--- src/rtl/id_fwd_queue.sv ---
// id_fwd_queue: decode-stage operand resolution plus a small in-order issue queue.
//   Each incoming instruction's rs/rt operands are resolved against NFWD pending
//   writes (channel 0 youngest, highest priority) or the register file. The
//   resolved values are captured in the queue. A branch decision is produced
//   only for the instruction that is accepted in the current cycle.
// Ports:
//   clk, reset            rising-edge clock, synchronous active-high reset
//   flush                 drop all queued entries, refuse input this cycle
//   in_valid/in_ready     input handshake; in_pc, in_ctrl, in_br_op, in_rs/rt_addr
//   grf_rs, grf_rt        register-file read data for in_rs_addr/in_rt_addr
//   fwd_addr/data/vld     per-channel pending writes (vld=0: data not ready yet)
//   br_taken              branch outcome for the instruction pushed this cycle
//   out_valid/out_ready   head-of-queue handshake; out_pc, out_ctrl, out_rs/rt_addr, out_rs/rt
module id_fwd_queue #(
  parameter int W     = 32,
  parameter int RA    = 5,
  parameter int NFWD  = 3,
  parameter int DEPTH = 2,
  parameter int CW    = 16
) (
  input  logic               clk,
  input  logic               reset,
  input  logic               flush,
  input  logic               in_valid,
  output logic               in_ready,
  input  logic [W-1:0]       in_pc,
  input  logic [CW-1:0]      in_ctrl,
  input  logic [2:0]         in_br_op,
  input  logic [RA-1:0]      in_rs_addr,
  input  logic [RA-1:0]      in_rt_addr,
  input  logic [W-1:0]       grf_rs,
  input  logic [W-1:0]       grf_rt,
  input  logic [NFWD*RA-1:0] fwd_addr,
  input  logic [NFWD*W-1:0]  fwd_data,
  input  logic [NFWD-1:0]    fwd_vld,
  output logic               br_taken,
  output logic               out_valid,
  input  logic               out_ready,
  output logic [W-1:0]       out_pc,
  output logic [CW-1:0]      out_ctrl,
  output logic [RA-1:0]      out_rs_addr,
  output logic [RA-1:0]      out_rt_addr,
  output logic [W-1:0]       out_rs,
  output logic [W-1:0]       out_rt
);
  localparam int PW   = $clog2(DEPTH);
  localparam int CNTW = PW + 1;

  logic [CNTW-1:0] r_cnt;
  logic [PW-1:0]   r_wp, r_rp;

  logic [W-1:0]  r_pc  [DEPTH];
  logic [CW-1:0] r_ctrl[DEPTH];
  logic [RA-1:0] r_rsa [DEPTH];
  logic [RA-1:0] r_rta [DEPTH];
  logic [W-1:0]  r_rs  [DEPTH];
  logic [W-1:0]  r_rt  [DEPTH];

  logic [W-1:0] w_rs, w_rt;
  logic         w_hz_rs, w_hz_rt;
  logic         w_cmp, w_push, w_pop;

  // Walk channels from lowest priority to highest so the lowest-index match
  // is the last assignment. The hazard follows the selected channel only,
  // so a lower-priority valid match never masks a pending younger write.
  always_comb begin
    w_rs    = grf_rs;
    w_rt    = grf_rt;
    w_hz_rs = 1'b0;
    w_hz_rt = 1'b0;
    for (int c = NFWD-1; c >= 0; c--) begin
      if (fwd_addr[c*RA +: RA] == in_rs_addr) begin
        w_rs    = fwd_data[c*W +: W];
        w_hz_rs = ~fwd_vld[c];
      end
      if (fwd_addr[c*RA +: RA] == in_rt_addr) begin
        w_rt    = fwd_data[c*W +: W];
        w_hz_rt = ~fwd_vld[c];
      end
    end
    // Register 0 is hard-wired zero and never waits on a producer.
    if (in_rs_addr == '0) begin
      w_rs    = '0;
      w_hz_rs = 1'b0;
    end
    if (in_rt_addr == '0) begin
      w_rt    = '0;
      w_hz_rt = 1'b0;
    end
  end

  always_comb begin
    w_cmp = 1'b0;
    case (in_br_op)
      3'd1:    w_cmp = (w_rs == w_rt);
      3'd2:    w_cmp = (w_rs != w_rt);
      3'd3:    w_cmp = ~w_rs[W-1];
      3'd4:    w_cmp = ~w_rs[W-1] & (w_rs != '0);
      3'd5:    w_cmp = w_rs[W-1] | (w_rs == '0);
      3'd6:    w_cmp = w_rs[W-1];
      default: w_cmp = 1'b0;
    endcase
  end

  assign in_ready  = (r_cnt != CNTW'(DEPTH)) & ~w_hz_rs & ~w_hz_rt & ~flush;
  assign w_push    = in_valid & in_ready;
  assign out_valid = (r_cnt != '0);
  assign w_pop     = out_valid & out_ready & ~flush;
  assign br_taken  = w_cmp & w_push;

  always_ff @(posedge clk) begin
    if (reset || flush) begin
      r_cnt <= '0;
      r_wp  <= '0;
      r_rp  <= '0;
    end else begin
      if (w_push) r_wp <= PW'(r_wp + 1'b1);
      if (w_pop)  r_rp <= PW'(r_rp + 1'b1);
      case ({w_push, w_pop})
        2'b10:   r_cnt <= CNTW'(r_cnt + 1'b1);
        2'b01:   r_cnt <= CNTW'(r_cnt - 1'b1);
        default: r_cnt <= r_cnt;
      endcase
    end
  end

  // Storage has no reset; an entry is only visible once counted.
  always_ff @(posedge clk) begin
    if (w_push) begin
      r_pc[r_wp]   <= in_pc;
      r_ctrl[r_wp] <= in_ctrl;
      r_rsa[r_wp]  <= in_rs_addr;
      r_rta[r_wp]  <= in_rt_addr;
      r_rs[r_wp]   <= w_rs;
      r_rt[r_wp]   <= w_rt;
    end
  end

  assign out_pc      = out_valid ? r_pc[r_rp]   : '0;
  assign out_ctrl    = out_valid ? r_ctrl[r_rp] : '0;
  assign out_rs_addr = out_valid ? r_rsa[r_rp]  : '0;
  assign out_rt_addr = out_valid ? r_rta[r_rp]  : '0;
  assign out_rs      = out_valid ? r_rs[r_rp]   : '0;
  assign out_rt      = out_valid ? r_rt[r_rp]   : '0;
endmodule

--- config.mk ---
export PLATFORM = sky130hd
export DESIGN_NAME = id_fwd_queue
export DESIGN_NICKNAME = d
export VERILOG_FILES = /design/src/rtl/id_fwd_queue.sv
export SDC_FILE = /design/constraint.sdc
export NUM_CORES = 1
export LEC_CHECK = 0
export CORE_ASPECT_RATIO = 0.9
export CORE_UTILIZATION = 45
export CTS_CLUSTER_SIZE = 25
export DETAILED_ROUTE_END_ITERATION = 7
export PLACE_DENSITY = 0.83
export SYNTH_ARGS = -nofsm -noshare
export SYNTH_HDL_FRONTEND = slang
export SYNTH_SLANG_ARGS = --single-unit
--- constraint.sdc ---
create_clock -name clk -period 13.5 [get_ports clk]
set_clock_uncertainty 0.1 [all_clocks]
set_input_delay 2.7 -clock clk [delete_from_list [all_inputs] [get_ports clk]]
set_output_delay 2.7 -clock clk [all_outputs]
set_load 0.1 [all_outputs]
==> results.md <==
* Layout net count at roughly 1600
* Most frequent cells in the layout: 368 x clkdlybuf4s50_1, 244 x edfxtp_1, 186 x mux2i_1
* Period utilisation layout at around 82%
* Initial antenna violation count at 2
* Relative slew slack at about a quarter
* Clock root cell: clkbuf_16
* RR Startpoint: r_cnt[0]$_SDFFE_PP0P_
* IO buf count at 368
* First-pass GRT wire length at ~57000 um
* Clk pwr share at 36.7%
* VDD IR-drop max at roughly 90 uV
* Placed inst area at 16500 um^2
* Max clock buf depth at 3
* Crit path kind: in -> out
* Largest net degree at the start of global routing at 75
* Routed WL at between 30000 and 40000 um
* RSZ-0062 raised after global routing: no
* Period minus WS final at 11.14 ns
* Worst min-delay path class: reg -> reg
* Commonest non-fill, non-tap cell in the layout: clkdlybuf4s50_1
* Hold Buf Count CTS at 0
* Max Fclk at between 80 and 90 MHz
* Highest-delay cell along the critical path: clkdlybuf4s50_1
* Leakage at around 0.0058 uW
* FF+latch count, synth at 249
* Fin area at between 15000 and 20000 um^2
* Yosys top cell by area: edfxtp_1
* Via count at between 9000 and 10000
* Gr usage total at between 20% and 30%
* Post-synth EDFFs at ~240
* Synthesized area at roughly 13000 um^2
* Pint at approximately 1500 uW
* Die W at approximately 180 um
* CP startpoint: in_rs_addr[2]
* Largest delay contributor family on the critical path: buffers and inverters
* Yosys warns at 0
* CP Launch Type: input port
* WL per Instance at about 22 um
* Setup_tns at 0 ns
* Post-synthesis sequential area ratio at 58.9%
* CP Capture Type: output pin
* PostCTS Resize Cnt at 0
* Die Height at approximately 160 um
* Critical path cell sequence: clkdlybuf4s50_1 > nor3_1 > nand2_2 > buf_4 > nand3_2 > o211ai_1 > xnor2_1 > o2111ai_1 > nor4_2 > and4b_1 > nor3_1 > nor4_2 > clkdlybuf4s50_1
* IO Count at roughly 370
* Max-cap viol count at 0
* Synth Instances at approximately 1000
* Crit path DAT at 8.34 ns
* Post-synth cell types at 42
* Cts bufs inserted at 26
* P per Cell Area at 117 nW/um^2
* Grt ovf at 0
* Routability cong. at roughly 1
* Reg power frac at between 40% and 50%
* Final setup fails at 0
* ANT nets after route at 0
* Worst hold slack at 0.465 ns
* Initial DRC Count at ~750
* Asr flop ratio synth at 0%
* Vias in the first global route at 9862
* P_sw at roughly 540 uW
* Overall Power at between 2000 and 2500 uW
* Final Hold Fails at 0
* Post-DP HPWL at roughly 28000 um
* Drc violations at 0
* Die area at approximately 29000 um^2
* CTS tree: done
* CTS H-Tree Depth at 1
* Syn_area_per_cell at around 12 um^2
* Share of cells above drive strength 1 at under 10%
* Worst path bufs/invs at 3
* Worst Tran Pin Value at 1.13 ns
* Fillers at between 2000 and 2500
* Postcts setup bufs at 0
* Sw Share at about a quarter
* Biggest cell delay along the critical path at approximately 1.2 ns
* Clk sink count at 249
* Logic pwr share at between 10% and 20%
* Area Overhead vs Synth at 38.3%
* Crit path max fanout at 66
* Required @ worst endpoint at between 10 and 15 ns
* Status: finished, final reports clean
* Vias per cell at ~5.7
* Clock transition at the registers of the reported paths at 0.06 ns
* Ranking of synthesized cells by area: edfxtp_1 58%, mux2i_1 15%, nor2_1 5.2%
* Initial DRT Pass Iterations at 5
* Initial Util at between 40% and 50%
* Worst hold start: r_rp$_SDFFE_PP0P_
* Post-synth top area share at approximately three fifths
* Worst skew pair latency at about 0.52 ns
* Final Max Slew Viols at 0
* Row count at between 50 and 60
* Top FF cell, synth: edfxtp_1
* Core area at between 20000 and 30000 um^2
* Net Count, Synth at approximately 1300
state kept, by name (all words and copies together), names as in the netlist, named ones only:
name    flops
r_cnt       2
r_ctrl     32
r_pc       64
r_rp        1
r_rs       64
r_rsa      10
r_rt       64
r_rta      10
r_wp        1
Yosys cell counts, types with 18 or more instances:
library cell  count
a211o_1          32
edfxtp_1        244
clkbuf_1         32
nand4_1          34
nand3_1          35
xor2_1           18
nand2_1          41
o211ai_1         30
nor2_1          174
xnor2_1          42
a21boi_1         29
mux2i_1         186
worst paths after layout:
kind / slack [ns] / depth (start not counted) / to
max: 2.36 / 13 / br_taken
min: 0.46 / 2 / r_rp$_SDFFE_PP0P_
max reg2reg: 10.75 / 7 / r_rt[0][30]$_DFFE_PP_
min reg2reg: 0.46 / 2 / r_rp$_SDFFE_PP0P_
logic make-up (layout without fill, tap and decap cells):
group                    after synthesis  after routing  synth area share, %
other                                  0              2                    0
buffers and inverters                 76            435                 2.89
multiplexers                         186            186                 14.8
AND/OR/NAND/NOR                      326            326                 11.9
adder cells (fa/ha/maj)                1              1               0.0992
AO/OA/AOI/OAI                        114            114                 7.23
flip-flops                           249            249                 58.9
XOR/XNOR                              60             60                 4.17
stage by stage:
| stage | setup WS [ns] | std cells | utilization, % |
|---|---|---|---|
| floorplan | 1.88 | 1012 | - |
| global placement | 2.46 | 1678 | 60.7 |
| detailed placement | 2.41 | 1678 | 60.7 |
| CTS | 2.42 | 1725 | 64.0 |
| global route | 2.21 | 1727 | 64.0 |
| finish | 2.36 | 1727 | 64.0 |
per-layer routing:
layer | up-vias | share of wire, % | GRT usage [%] | wire length, um
met4 | 0 | 3.4 | 9.51 | 1300
met1 | 4724 | 40 | 34.1 | 15400
met5 | - | 0 | 0 | 0
met3 | 81 | 8.7 | 4.52 | 3350
li1 | 4476 | - | - | -
met2 | 540 | 48 | 44.0 | 18500
worst min-delay path, cell delays in order (launching register included):
cell	delay [ns]
dfxtp_1	0.32
xor2_1	0.08
nor3_1	0.12
power by group through the flow:
stage	Combinational [uW]	Sequential, uW	Clock [uW]
global placement	382	914	0
floorplan	228	917	0
finish	389	899	747
detailed placement	387	915	0
global route	408	901	786
CTS	388	899	758
final cells by class:
cell class / count / area [um^2] / share of cell area, %
diodes: 2 / 5.00 / 0.0287
clock buffers: 32 / 694 / 3.98
clock inverters: 15 / 194 / 1.11
inverters: 5 / 18.8 / 0.108
multi-input cells: 687 / 4850 / 27.8
flip-flops and latches: 249 / 7430 / 42.6
well taps: 354 / 443 / 2.54
repair buffers: 383 / 3800 / 21.8
(Power assumes the default switching activity.)
==> patch (same flow settings) <==
Set the parameter `CW` to 15 (it was 16).
--- a/src/rtl/id_fwd_queue.sv
+++ b/src/rtl/id_fwd_queue.sv
@@ -16,7 +16,7 @@
   parameter int RA    = 5,
   parameter int NFWD  = 3,
   parameter int DEPTH = 2,
-  parameter int CW    = 16
+  parameter int CW    = 15
 ) (
   input  logic               clk,
   input  logic               reset,
Interface: changed (resized in_ctrl and out_ctrl); port bits go from 369 to 367. The function was not compared with the original's and may differ.
==> patch against the unedited design <==
The run now ends with DRC left; hold slack better by 11 ps; setup slack worse by 310 ps; die area down 4.3%; final area down 2.0%; power up 3.1%; first-iteration DRC count up 47%; wire length up 0.23%; area after synthesis down 4.4%; sequential cell count down 2; critical path type unchanged; critical endpoint unchanged.
==> patch: results (changes against the unedited design) <==
** Status
- The run finished, with violations left.
- The checks that failed: DRC.

** Place
- The final weighted congestion of routability-driven global placement was 0.9223 (-6.2%).
- The number of port buffers is 366 (-0.54%).
- The placed cell area is 16060 um2 (-2.9%).
- Detailed placer's ending HPWL :: 27300 um (-0.86%)
- The worst slack at placement was 2217 ps (-196.8 ps).

** Routing
- The total iterations of the first detailed-routing run came to 8 (+3).
- The detailed-route DRC error count is 21 (+21).

** Clocking
- Number of buffers inserted during clock tree synthesis :: 27 (+3.8%)
- The clock latency on the worst-skew pair came to 540 ps (+20 ps).

** Global routing
- The pin count of the biggest net entering global routing was 71 (-5.3%).
- Overall global routing resource usage :: 27.54% (+1.3 points)
- The met2 capacity usage during global routing is 46.54% (+2.5 points).

** Yosys
- The number of distinct library cell variants in the gate-level netlist after synthesis is 36 (-14%).
- Synthesized area per cell :: 13.08 um2 (+5.0%)
- Yosys attributes the largest share of cell area to sky130_fd_sc_hd__edfxtp_1 60%, sky130_fd_sc_hd__mux2i_1 13%, sky130_fd_sc_hd__nor2_1 4.1%.
- Portion of the post-synthesis area used by sequential elements :: 61.10% (+2.2 points)
- Top cell types by occurrence after synthesis :: 242 x sky130_fd_sc_hd__edfxtp_1, 154 x sky130_fd_sc_hd__mux2i_1, 131 x sky130_fd_sc_hd__nor2_1
- Synthesized netlist net count :: 1166 (-7.2%)
- Number of synthesized flops with an enable pin :: 242 (-0.82%)

** STA
- The achievable clock frequency was 0.08734 GHz (-2.7%).

** Critical path
- Register-to-register path setup slack :: 9600 ps (-1150 ps)
- Crit path DAT :: 8650 ps (+310 ps)
- The largest fanout on the critical path is 22 (-67%).
- End of the worst register-to-register path :: r_ctrl[0][3]
- The critical path starts at in_rs_addr[4].
- The highest cell delay on the worst timing path is 1160 ps (-60 ps).

** Cells and area
- Number of non-filler instances in the completed layout :: 1641 (-5.0%)
- The fraction of layout cells with a size suffix above 1 came to 5.964% (+0.86 points).
patch: metal layers:
| layer | part of all wire (%) | up-vias |
|---|---|---|
| met2 | 49 | 596 |
| met1 | 39 | 4613 |
| li1 | - | 4213 |
| met5 | 0.031 | - |
| met3 | 8.7 | 102 |
| met4 | 3.3 | 2 |
patch: layout make-up:
class / count / share of cell area [%]
clock buffers: 28 / 3.978
flip-flops and latches: 247 / 43.16
clock inverters: 22 / 1.956
multi-input cells: 577 / 25.42
diodes: 2 / 0.02931
inverters: 36 / 0.7913
well taps: 348 / 2.550
repair buffers: 381 / 22.11
patch: cells by family (layout without fill, tap and decap cells):
family / Yosys count / count (layout) / synth area share [%]
flops: 247 / 247 / 61.10
simple gates: 247 / 247 / 9.506
mux: 187 / 187 / 15.87
buf+inv: 98 / 467 / 3.217
compound gates: 74 / 74 / 5.262
xor+xnor: 68 / 68 / 4.940
fa+ha+maj: 1 / 1 / 0.1038
other cells: 0 / 2 / 0
patch: power breakdown:
group          switching, mW  internal (mW)
Sequential           0.00755          0.883
Clock                  0.310          0.521
Combinational          0.238          0.138
Total                  0.556           1.54
patch: how the worst min path moves through the flow:
stage	from	to	slack, ps	cells past startpoint
floorplan	r_rp	flop	420	2
global placement	r_rp	r_rp	430	2
detailed placement	r_rp	flop	450	2
CTS	r_rp	flop	470	2
global route	r_rp	flop	500	2
finish	r_rp	flop	480	2
patch: worst register-to-register path, stage by stage (launching register included):
cell and delay (ps):
sky130_fd_sc_hd__dfxtp_1 460, sky130_fd_sc_hd__inv_1 70, sky130_fd_sc_hd__a21o_1 200, sky130_fd_sc_hd__a221oi_1 560, sky130_fd_sc_hd__and2_1 360, sky130_fd_sc_hd__inv_1 130
sky130_fd_sc_hd__nor2_4 890, sky130_fd_sc_hd__buf_4 730
